[src/rtl/seq_110_framer_tx.sv]
// Serial framer for the "110" detection link: preamble 1,1,0 then a zero-stuffed payload, MSB first.
// Optional even-parity trailer is enabled by defining SEQ_110_TX_PARITY_EN.
module seq_110_framer_tx #(
  parameter int WIDTH = 8
) (
  input  logic             clk,
  input  logic             reset,
  input  logic [WIDTH-1:0] data_in,
  input  logic             valid_in,
  output logic             ready_out,
  output logic             x_out,
  output logic             tx_active,
  output logic             frame_done
);

  localparam int CW = $clog2(WIDTH + 1);
  localparam logic [CW-1:0] LAST_IDX = CW'(WIDTH - 1);
  localparam logic [CW-1:0] ALL_SENT = CW'(WIDTH);

  typedef enum logic [2:0] {
    IDLE,
    PRE1,
    PRE2,
    PRE3,
    DATA,
    STUFF
`ifdef SEQ_110_TX_PARITY_EN
    ,
    PAR,
    PSTUFF
`endif
  } state_t;

  state_t           state_q, state_d;
  state_t           end_state;
  logic [WIDTH-1:0] shift_q, shift_d;
  logic [CW-1:0]    cnt_q, cnt_d;
  logic             x_q, x_d;
  logic             done_q, done_d;
  logic             accept;

`ifdef SEQ_110_TX_PARITY_EN
  logic parity_q, parity_d;
`endif

  assign accept = valid_in && (state_q == IDLE);

`ifdef SEQ_110_TX_PARITY_EN
  assign end_state = PAR;
`else
  assign end_state = IDLE;
`endif

  always_ff @(posedge clk) begin
    if (reset) begin
      state_q <= IDLE;
      shift_q <= '0;
      cnt_q   <= '0;
      x_q     <= 1'b0;
      done_q  <= 1'b0;
`ifdef SEQ_110_TX_PARITY_EN
      parity_q <= 1'b0;
`endif
    end else begin
      state_q <= state_d;
      shift_q <= shift_d;
      cnt_q   <= cnt_d;
      x_q     <= x_d;
      done_q  <= done_d;
`ifdef SEQ_110_TX_PARITY_EN
      parity_q <= parity_d;
`endif
    end
  end

  // state_q names the bit currently on the line; cnt_q counts payload bits already sent.
  always_comb begin
    state_d = state_q;
    shift_d = shift_q;
    cnt_d   = cnt_q;
`ifdef SEQ_110_TX_PARITY_EN
    parity_d = parity_q;
`endif
    case (state_q)
      IDLE: begin
        if (accept) begin
          state_d = PRE1;
          shift_d = data_in;
          cnt_d   = '0;
`ifdef SEQ_110_TX_PARITY_EN
          parity_d = ^data_in;
`endif
        end
      end
      PRE1: state_d = PRE2;
      PRE2: state_d = PRE3;
      PRE3: state_d = DATA;
      DATA: begin
        shift_d = shift_q << 1;
        cnt_d   = cnt_q + CW'(1);
        if (shift_q[WIDTH-1]) begin
          state_d = STUFF;
        end else if (cnt_q == LAST_IDX) begin
          state_d = end_state;
        end else begin
          state_d = DATA;
        end
      end
      STUFF: begin
        if (cnt_q == ALL_SENT) begin
          state_d = end_state;
        end else begin
          state_d = DATA;
        end
      end
`ifdef SEQ_110_TX_PARITY_EN
      PAR: begin
        if (parity_q) begin
          state_d = PSTUFF;
        end else begin
          state_d = IDLE;
        end
      end
      PSTUFF: state_d = IDLE;
`endif
      default: state_d = IDLE;
    endcase
  end

  // Line and done are registered, so they are decoded from the state being entered.
  always_comb begin
    x_d    = 1'b0;
    done_d = 1'b0;
    case (state_d)
      PRE1, PRE2: x_d = 1'b1;
      DATA: begin
        x_d = shift_d[WIDTH-1];
`ifndef SEQ_110_TX_PARITY_EN
        done_d = !shift_d[WIDTH-1] && (cnt_d == LAST_IDX);
`endif
      end
      STUFF: begin
`ifndef SEQ_110_TX_PARITY_EN
        done_d = (cnt_d == ALL_SENT);
`endif
      end
`ifdef SEQ_110_TX_PARITY_EN
      PAR: begin
        x_d    = parity_d;
        done_d = !parity_d;
      end
      PSTUFF: done_d = 1'b1;
`endif
      default: begin
        x_d    = 1'b0;
        done_d = 1'b0;
      end
    endcase
  end

  assign x_out      = x_q;
  assign frame_done = done_q;
  assign ready_out  = (state_q == IDLE);
  assign tx_active  = (state_q != IDLE);

endmodule
[config.mk]
export PLATFORM = sky130hd
export DESIGN_NAME = seq_110_framer_tx
export DESIGN_NICKNAME = d
export VERILOG_FILES = /design/src/rtl/seq_110_framer_tx.sv
export SDC_FILE = /design/constraint.sdc
export NUM_CORES = 1
export LEC_CHECK = 0
export CORE_AREA = 2 2 52 54
export DETAILED_ROUTE_END_ITERATION = 8
export DIE_AREA = 0 0 54 56
export PLACE_DENSITY = 0.59
export SLEW_MARGIN = 10
export SYNTH_ARGS = -nofsm -noshare
export SYNTH_HDL_FRONTEND = slang
export SYNTH_SLANG_ARGS = --single-unit
[constraint.sdc]
create_clock -name clk -period 1.75 [get_ports clk]
set_input_delay 0.175 -clock clk [delete_from_list [all_inputs] [get_ports clk]]
set_output_delay 0.175 -clock clk [all_outputs]
set_load 0.02 [all_outputs]
==> results.json, run 1 <==
{
  "outcome": "finished, violations left",
  "violations": "setup timing",
  "worst_endpoint_data_arrival_time_ns": 2.03,
  "post_cts_hold_buffer_count": 0,
  "core.rowCount": 18,
  "synth_cell_types": 39,
  "io_buffer_count": 14,
  "worst_path_top_cell_family_by_delay": "simple AND/OR/NAND/NOR gates",
  "worst_slew_margin_rel_pct": 69.43,
  "power.share.sequential_pct": 43.8,
  "post-route-worst-setup-slack_ns": -0.03762,
  "growth_of_design_area_from_synthesis_to_finish_pct": 48.08,
  "drive_gt1_share_pct": 28.37,
  "cts_num_sinks": 17,
  "dp_hpwl_um": 1855,
  "postSynthAreaPerCell_um2": 8.322,
  "number_of_global_route_vias_before_repair": 965,
  "layout.cells.most_common": "buf_4",
  "fin_tns_setup_ns": -0.03762,
  "timing.critical_path.fanout_max": 4,
  "placeableCoreArea_um2": 2432,
  "clockPowerShare_pct": 21.6,
  "min_from": "state_q[0]$_SDFF_PP0_",
  "synth_edf_count": 0,
  "cts_buffers": 3,
  "final_hold_viol_count": 0,
  "grt_max_degree": 14,
  "clock_tree.buffer_depth": 2,
  "rsz_0062_raised_after_global_routing": "true",
  "worstSetupEndpointType": "flip-flop",
  "grt_util_all_layers_pct": 18.23,
  "synth_top_cell_area_share_pct": 38.58,
  "drt_first_pass_iters": 4,
  "power.switching_w": 0.0003420,
  "drc_errors": 0,
  "worst_skew_pair.late_latency_ns": 0.30,
  "slew_worst_pin_ns": 0.4571,
  "top_level_ports": 15,
  "route.detailed.vias_per_inst": 5.503,
  "reg2reg_depth": 6,
  "syn_area_um2": 882.1,
  "clk_root_buffer_cell": "clkbuf_4",
  "max_freq_ghz": 0.5594,
  "nNetsFinal": 155,
  "drt_iter0_drc": 14,
  "die_width_um": 54,
  "start_util_pct": 36.27,
  "placed_cell_area_um2": 1217,
  "pint_w": 0.0006842,
  "hold_end": "state_q[0]$_SDFF_PP0_",
  "critPathLaunchType": "flip-flop",
  "pwr-share-comb_pct": 34.5,
  "floorplan.die_area_um2": 3024,
  "switching_share_pct": 33.32,
  "setup_viol_count_final": 1,
  "synth-seq-cells": 17,
  "synth.net_count": 119,
  "layout.filler_cells": 238,
  "post_synthesis_cell_count": 106,
  "powerDensity_nw_per_um2": 785.6,
  "post-route-period-util_pct": 102.1,
  "antennaDiodeCount": 0,
  "clkSlewWorstSetupHoldPaths_ns": 0.10,
  "routabilityCongestion": 0.9312,
  "vdd_drop_max_v": 0.0005243,
  "netlist.top_cell.by_area": "dfxtp_1",
  "dr_total_vias": 941,
  "grt_first_pass_wirelength_um": 4160,
  "final_area_um2": 1306,
  "wl_per_cell_um": 14.39,
  "critPathRequiredTime_ns": 1.99,
  "slowest_delay_ns": 0.47,
  "path_common_cell": "a21oi_1",
  "sequential_share_of_the_synthesized_area_pct": 38.58,
  "ys_top_cells_by_area": "dfxtp_1, nor2_1, a211oi_1, o22ai_1, a32oi_1",
  "share_of_flip_flops_with_an_asynchronous_set_or_reset_after_synthesis_pct": 0,
  "hold_path.class": "flip-flop to flip-flop",
  "grt_remaining_overflow": 0,
  "layout.cells.most_common_list": "buf_4, nor2_1, dfxtp_1",
  "prevailing_post_synth_register_cell": "dfxtp_1",
  "crit_path_top_delay_cell": "or4b_1",
  "worst_flop_to_flop_path_startpoint": "state_q[1]$_SDFF_PP0_",
  "number_of_antenna_violations_at_the_first_check_in_global_routing": 0,
  "synth.yosys.warnings": 0,
  "min_path_cells": 1,
  "worstPathCellList": "buf_12 > or4b_1 > a21oi_1 > a21oi_1 > or4_1 > a21boi_1",
  "leakagePower_nw": 0.5019,
  "drt.antenna.violating_nets": 0,
  "worstPathBufferInverterCount": 1,
  "max-cap-violations": 0,
  "critical_path_class": "flip-flop to flip-flop",
  "crit-reg2reg-capture": "frame_done$_SDFF_PP0_",
  "die_h_um": 56,
  "timing_max_transition_violations_final": 0,
  "htree_levels": 1,
  "fin_crit_ns": 1.788,
  "finalWirelength_um": 2461,
  "fin_skew_ns": 0.001911,
  "timing.critical_path.from": "state_q[1]$_SDFF_PP0_",
  "ff2ff_setup_slack_ns": -0.04,
  "tritoncts": "yes"
}
## metal layers
| metal | GRT usage (%) | up-vias | wire [um] |
|---|---|---|---|
| met5 | 0 | - | 0 |
| met3 | 1.613 | 5 | 84 |
| li1 | - | 465 | - |
| met4 | 7.857 | 0 | 34 |
| met1 | 22.26 | 447 | 1058 |
| met2 | 31.36 | 24 | 1285 |
## state kept, by name, summed over array words and instances, names as in the netlist
name	cells
x_out	1
shift_q	8
cnt_q	4
frame_done	1
state_q	3
## worst register-to-register path, cell delays in order, from the launching register on
cell and delay (ns):
dfxtp_4 0.38, buf_12 0.12, or4b_1 0.47, a21oi_1 0.14, a21oi_1 0.08, or4_1 0.41
a21boi_1 0.13
## layout make-up
type                            count  area [um2]  share of cell area (%)
Multi-Input combinational cell     76       533.0                   40.80
Sequential cell                    17       355.3                   27.20
Timing Repair Buffer               37       326.6                   25.00
Tap cell                           30       37.54                   2.874
Inverter                            7       26.28                   2.011
Clock buffer                        3       22.52                   1.724
Clock inverter                      1       5.005                  0.3831
## what timing repair did
item,in CTS,in global routing
pin swaps,3,0
endpoints found under the setup margin,3,2
setup buffers,1,0
resized for setup,9,5
## cell usage after synthesis, drive strengths merged (2+ instances only)
| cell type | count |
|---|---|
| a211oi | 6 |
| a21oi | 5 |
| a32oi | 3 |
| buf | 4 |
| clkbuf | 2 |
| dfxtp | 17 |
| ha | 2 |
| inv | 7 |
| nand2 | 3 |
| nand2b | 2 |
| nand3 | 2 |
| nand4 | 2 |
| nor2 | 15 |
| nor3 | 5 |
| o21ai | 4 |
| o22ai | 6 |
| or4b | 2 |
## worst max-delay path by stage
stage	end	slack, ns	depth (start not counted)
finish	frame_done$_SDFF_PP0_	-0.04	6
global route	frame_done$_SDFF_PP0_	-0.12	6
CTS	frame_done$_SDFF_PP0_	-0.04	6
detailed placement	frame_done$_SDFF_PP0_	-0.17	6
global placement	frame_done$_SDFF_PP0_	-0.1	6
floorplan	frame_done$_SDFF_PP0_	0.003	6
## power groups by stage
stage               clock network, W  registers (W)  logic [W]
detailed placement                 0       0.000456   0.000325
finish                      0.000222       0.000450   0.000354
global placement                   0       0.000454   0.000320
global route                0.000235       0.000454   0.000384
CTS                         0.000228       0.000449   0.000341
floorplan                          0       0.000450   0.000171
## cell families after synthesis
logic type / share of synthesized area (%)
flops: 38.58
compound gates: 26.67
simple gates: 24.82
buf+inv: 6.099
fa+ha+maj: 2.836
xor+xnor: 0.9931
## stage by stage
| step | utilization [%] | hold WS, ns | setup slack, ns | instances | total power, W |
|---|---|---|---|---|---|
| after global placement | 50.05 | 0.4850 | -0.09728 | 166 | 0.0007744 |
| after CTS | 52.47 | 0.5133 | -0.04452 | 171 | 0.001018 |
| after global routing | 53.70 | 0.5182 | -0.1150 | 171 | 0.001073 |
| after floorplan | - | 0.2466 | 0.003444 | 106 | 0.0006210 |
| final | 53.70 | 0.4992 | -0.03762 | 171 | 0.001026 |
| after detailed placement | 50.05 | 0.4984 | -0.1721 | 166 | 0.0007808 |
No activity file was read; power rests on OpenSTA's default activity.
==> run 2: changes to the inputs <==
--- a/config.mk
+++ b/config.mk
@@ -5,10 +5,11 @@
 export SDC_FILE = /design/constraint.sdc
 export NUM_CORES = 1
 export LEC_CHECK = 0
+export CAP_MARGIN = 20
 export CORE_AREA = 2 2 52 54
 export DETAILED_ROUTE_END_ITERATION = 8
 export DIE_AREA = 0 0 54 56
-export PLACE_DENSITY = 0.59
+export PLACE_DENSITY = 0.57
 export SLEW_MARGIN = 10
 export SYNTH_ARGS = -nofsm -noshare
 export SYNTH_HDL_FRONTEND = slang
==> constraint.sdc (replaced) <==
create_clock -name clk -period 1.8 [get_ports clk]
set_input_delay 0.18 -clock clk [delete_from_list [all_inputs] [get_ports clk]]
set_output_delay 0.18 -clock clk [all_outputs]
set_load 0.02 [all_outputs]
==> run 2 against run 1 <==
The flow now finishes without violations. Global-route usage rose by 0.54 points. Register-to-register slack improved by 0.08 ns. Sequential power fell by 2%. Cell area fell by 0.19%. Clock power barely moved. Critical path type unchanged. Highest routed layer unchanged.
==> results.json, run 2 (same netlist as run 1, synthesis figures left out) <==
{
  "drive_gt1_share_pct": 28.87,
  "timing.critical_path.fanout_max": 7,
  "floorplan.die_area_um2": 3024,
  "register_area_um2": 347.8,
  "max_freq_ghz": 0.5693,
  "tritoncts": "yes",
  "registers.top_by_ff_count": "shift_q",
  "final_area_um2": 1304,
  "routabilityCongestion": 0.8257,
  "path_common_cell": "a21oi_1",
  "io_buffer_count": 14,
  "worstPathBufferInverterCount": 1,
  "final_hold_viol_count": 0,
  "vdd_drop_max_v": 0.0004748,
  "worst_skew_pair.late_latency_ns": 0.31,
  "layout.cells.most_common": "buf_4",
  "dp_hpwl_um": 1807,
  "grt_first_pass_wirelength_um": 4181,
  "layout.cells.most_common_list": "buf_4, nor2_1, dfxtp_1",
  "outcome": "completed",
  "min_path_cells": 3,
  "number_of_antenna_violations_at_the_first_check_in_global_routing": 0,
  "drt.antenna.violating_nets": 0,
  "layout.filler_cells": 236,
  "placed_cells": 166,
  "placed_cell_area_um2": 1202,
  "worst_slew_margin_rel_pct": 67.67,
  "drt_iter0_drc": 19,
  "leakagePower_nw": 0.5145,
  "setup_viol_count_final": 0,
  "grt_remaining_overflow": 0,
  "finalNonFillerCells": 172,
  "route.detailed.vias_per_inst": 5.506,
  "clk_root_buffer_cell": "clkbuf_4",
  "drt_first_pass_iters": 4,
  "critPathRequiredTime_ns": 2.06,
  "powerDensity_nw_per_um2": 773.5,
  "post_cts_hold_buffer_count": 0,
  "worst_path_top_cell_family_by_delay": "simple AND/OR/NAND/NOR gates",
  "timing_max_transition_violations_final": 0,
  "die_width_um": 54,
  "multi_input_comb_area_um2": 530.5,
  "growth_of_design_area_from_synthesis_to_finish_pct": 47.80,
  "placement.setup.worst_slack_ns": -0.07012,
  "cts_buffers": 3,
  "reg2reg_depth": 6,
  "largest_register_ff_count": 8,
  "top_level_ports": 15,
  "critical_path_class": "flip-flop to flip-flop",
  "crit_path_top_delay_cell": "or4b_1",
  "clkSlewWorstSetupHoldPaths_ns": 0.12,
  "number_of_stages_on_the_worst_setup_path": 6,
  "cts_num_sinks": 17,
  "post-route-period-util_pct": 97.59,
  "worst_endpoint_data_arrival_time_ns": 2.01,
  "drc_errors": 0,
  "critPathLaunchType": "flip-flop",
  "grt_max_degree": 12,
  "number_of_global_route_vias_before_repair": 918,
  "worstPathCellList": "buf_12 > or4b_1 > a21oi_1 > a21oi_1 > or4_1 > a21boi_1",
  "max-cap-violations": 0,
  "antennaDiodeCount": 0,
  "htree_levels": 1,
  "rsz_0062_raised_after_global_routing": "true",
  "top_regs": "shift_q x8, cnt_q x4, state_q x3",
  "slew_worst_pin_ns": 0.4835,
  "core.rowCount": 18,
  "die_h_um": 56,
  "start_util_pct": 36.27,
  "slowest_delay_ns": 0.46,
  "post-route-worst-setup-slack_ns": 0.04330,
  "clock_tree.buffer_depth": 2,
  "worstSetupEndpointType": "flip-flop",
  "fin_crit_ns": 1.757,
  "wl_per_cell_um": 14.75,
  "finalWirelength_um": 2537,
  "hold_path.class": "input port to flip-flop",
  "post-layout-total-power_w": 0.001008,
  "fin_skew_ns": 0.01087,
  "nNetsFinal": 156,
  "placeableCoreArea_um2": 2432,
  "grt_util_all_layers_pct": 18.77,
  "dr_total_vias": 947
}
[run 2: cell count changes in the layout (fill, tap and decap cells not counted), sizes merged]
cell          previous run  this run
dlygate4sd2              2         1
buf                     23        24
dlymetal6s2s             0         1
[run 2: routing by layer]
| metal | share of wire (%) | routed length [um] | global-route usage [%] |
|---|---|---|---|
| met1 | 43 | 1092 | 23.63 |
| met2 | 49 | 1242 | 29.62 |
| met3 | 6.5 | 165 | 5.376 |
| met4 | 1.4 | 36 | 7.143 |
| met5 | 0 | 0 | 0 |
[run 2: what timing repair did]
action | 4_1_cts | 5_1_grt
gates resized for setup | 6 | 7
endpoints found under the setup margin | 3 | 2
pin swaps | 3 | 2
buffers inserted | 0 | 2
[run 2: tightest hold or removal path, delay by kind of cell]
kind | cells | cell delay [ns]
buffers and inverters | 1 | 0.39
AO/OA/AOI/OAI | 2 | 0.21
[run 2: layout make-up]
cell class,instances,area share (%)
Sequential cell,17,26.68
Clock inverter,1,0.3839
Inverter,7,2.015
Clock buffer,3,1.727
Multi-Input combinational cell,76,40.69
Tap cell,30,2.879
Timing Repair Buffer,38,25.62
[run 2: per-stage QoR]
stage | hold WS, ns | util (%) | setup TNS (ns)
finish | 0.5057 | 53.60 | 0
detailed placement | 0.4939 | 49.43 | -0.07012
global placement | 0.4880 | 49.43 | -0.05200
global route | 0.5078 | 53.60 | -0.01810
floorplan | 0.2516 | - | 0
CTS | 0.5083 | 51.34 | 0
[run 2: worst paths after layout]
check,from,to,slack [ns]
setup / recovery,state_q[1]$_SDFF_PP0_,frame_done$_SDFF_PP0_,0.04
hold / removal,data_in[1],shift_q[1]$_SDFFE_PP0P_,0.51
setup reg to reg,state_q[1]$_SDFF_PP0_,frame_done$_SDFF_PP0_,0.04
hold reg to reg,shift_q[4]$_SDFFE_PP0P_,shift_q[4]$_SDFFE_PP0P_,0.51
[run 2: power breakdown]
part,internal [W],total [W],switching [W]
sequential,0.000413,0.000439,0.0000262
combinational,0.000175,0.000345,0.000170
clock,0.0000831,0.000225,0.000142
==> run 3: changes to the inputs <==
==> constraint.sdc (replaced) <==
create_clock -name clk -period 2.19 [get_ports clk]
set_input_delay 0.219 -clock clk [delete_from_list [all_inputs] [get_ports clk]]
set_output_delay 0.219 -clock clk [all_outputs]
set_load 0.02 [all_outputs]
==> run 3 against run 2 <==
Worst setup slack better by 0.14 ns. Power is 24% lower. Register-to-register slack better by 0.16 ns. Sequential power is 18% lower. Utilization is 6.7 points lower. Via count is 5.0% lower. Global-route usage is 2.1 points lower. Sequential share of layout area is 3.1 points higher. Clock-buffer cell count is 1 higher. Cell count is 7.6% lower. Critical path type is now flip-flop to output port. Critical endpoint is now ready_out. Largest cell class unchanged.
==> results.json, run 3 (same netlist as run 1, synthesis figures left out) <==
{
  "crit_path_top_delay_cell": "clkdlybuf4s50_1",
  "timing_max_transition_violations_final": 0,
  "placeableCoreArea_um2": 2432,
  "tritoncts": "yes",
  "clk_root_buffer_cell": "clkbuf_4",
  "worst_slew_margin_rel_pct": 73.31,
  "slew_worst_pin_ns": 0.3992,
  "worstPathBufferInverterCount": 2,
  "postCtsSetupRepairBufs": 0,
  "fin_crit_ns": 2.010,
  "critPathRequiredTime_ns": 1.97,
  "postCtsResizedCells": 0,
  "dp_hpwl_um": 1692,
  "growth_of_design_area_from_synthesis_to_finish_pct": 29.36,
  "worst_path_top_cell_family_by_delay": "buffers and inverters",
  "grt_first_pass_wirelength_um": 3719,
  "drive_gt1_share_pct": 13.18,
  "leakagePower_nw": 0.4269,
  "die_h_um": 56,
  "max_freq_ghz": 0.4974,
  "setup_viol_count_final": 0,
  "rsz_0062_raised_after_global_routing": "false",
  "final_hold_viol_count": 0,
  "max-cap-violations": 0,
  "start_util_pct": 36.27,
  "critPathLaunchType": "flip-flop",
  "top_level_ports": 15,
  "drt.antenna.violating_nets": 0,
  "post_cts_hold_buffer_count": 0,
  "worstPathCellList": "nor2_1 > nand2_1 > inv_1 > clkdlybuf4s50_1",
  "drt_iter0_drc": 24,
  "dr_total_vias": 900,
  "worstSetupEndpointType": "output port",
  "drt_first_pass_iters": 4,
  "grt_remaining_overflow": 0,
  "outcome": "completed",
  "worst_endpoint_data_arrival_time_ns": 1.79,
  "slowest_delay_ns": 0.60,
  "die_width_um": 54,
  "critical_path_class": "flip-flop to output port",
  "grt_max_degree": 14,
  "floorplan.die_area_um2": 3024,
  "wl_per_cell_um": 14.30,
  "layout.cells.most_common_list": "dfxtp_1, nor2_1, clkdlybuf4s50_1",
  "nNetsFinal": 143,
  "htree_levels": 1,
  "cts_num_sinks": 17,
  "routabilityCongestion": 0.9125,
  "grt_util_all_layers_pct": 16.72,
  "finalWirelength_um": 2273,
  "io_buffer_count": 14,
  "worst_skew_pair.late_latency_ns": 0.29,
  "layout.cells.most_common": "dfxtp_1",
  "number_of_global_route_vias_before_repair": 830,
  "top_regs": "shift_q x8, cnt_q x4, state_q x3",
  "registers.top_by_ff_count": "shift_q",
  "cts_buffers": 3,
  "timing.critical_path.fanout_max": 7,
  "utilization_pct": 46.91,
  "clkSlewWorstSetupHoldPaths_ns": 0.10,
  "hold_path.class": "flip-flop to flip-flop",
  "powerDensity_nw_per_um2": 675.2,
  "core.rowCount": 18,
  "fin_tns_setup_ns": 0,
  "largest_register_ff_count": 8,
  "drc_errors": 0,
  "layout.filler_cells": 258,
  "number_of_antenna_violations_at_the_first_check_in_global_routing": 0,
  "route.detailed.vias_per_inst": 5.660,
  "fin_skew_ns": 0.001909,
  "vdd_drop_max_v": 0.0003868,
  "antennaDiodeCount": 0,
  "clock_tree.buffer_depth": 2,
  "post-route-period-util_pct": 91.80
}
==> run 3: cell count changes in the layout (fill, tap and decap cells not counted), moves of 2 or more <==
cell	change
buf_4	-12
clkdlybuf4s50_1	+2
dfxtp_1	+4
dfxtp_2	-3
ha_1	+2
ha_4	-2
==> run 3: tightest hold or removal path: cells and delay by family (launching register included) <==
kind / cells / cell delay [ns]
DFF: 1 / 0.32
AOI/OAI and AO/OA: 1 / 0.05
and+or+nand+nor: 1 / 0.09
==> run 3: metal layers <==
metal | global-route usage [%] | part of all wire, %
met1 | 20.03 | 41
met2 | 27.35 | 50
met3 | 3.495 | 5.8
met4 | 8.214 | 2.9
met5 | 0 | 0
==> run 3: final timing paths <==
| kind | cells after the start | to | startpoint | slack, ns |
|---|---|---|---|---|
| max | 4 | ready_out | state_q[0]$_SDFF_PP0_ | 0.18 |
| min | 2 | shift_q[6]$_SDFFE_PP0P_ | shift_q[6]$_SDFFE_PP0P_ | 0.50 |
| max reg2reg | 6 | frame_done$_SDFF_PP0_ | cnt_q[1]$_SDFF_PP0_ | 0.20 |
| min reg2reg | 2 | shift_q[6]$_SDFFE_PP0P_ | shift_q[6]$_SDFFE_PP0P_ | 0.50 |
==> run 3: cell type report <==
type,count,area (um2),share of cell area (%)
repair buffers,25,222.7,19.52
inverters,7,26.28,2.303
multi-input cells,76,488.0,42.76
flip-flops and latches,17,340.3,29.82
well taps,30,37.54,3.289
clock buffers,4,26.28,2.303
==> run 3: where the power goes <==
part           switching, W  internal [W]
Combinational      0.000127      0.000111
Sequential        0.0000222      0.000338
Clock              0.000102     0.0000709
==> run 3: per-stage QoR <==
stage                     power (W)  setup slack [ns]  std cells  hold slack [ns]  cell area (um2)
after floorplan           0.0004980            0.3590        106           0.2906            882.1
after global placement    0.0006002            0.2498        155           0.4876             1115
after detailed placement  0.0006026            0.2132        155           0.4922             1115
after CTS                 0.0007741            0.1841        159           0.5052             1141
after global routing      0.0008187           0.06431        159           0.5216             1141
final                     0.0007705            0.1796        159           0.5013             1141
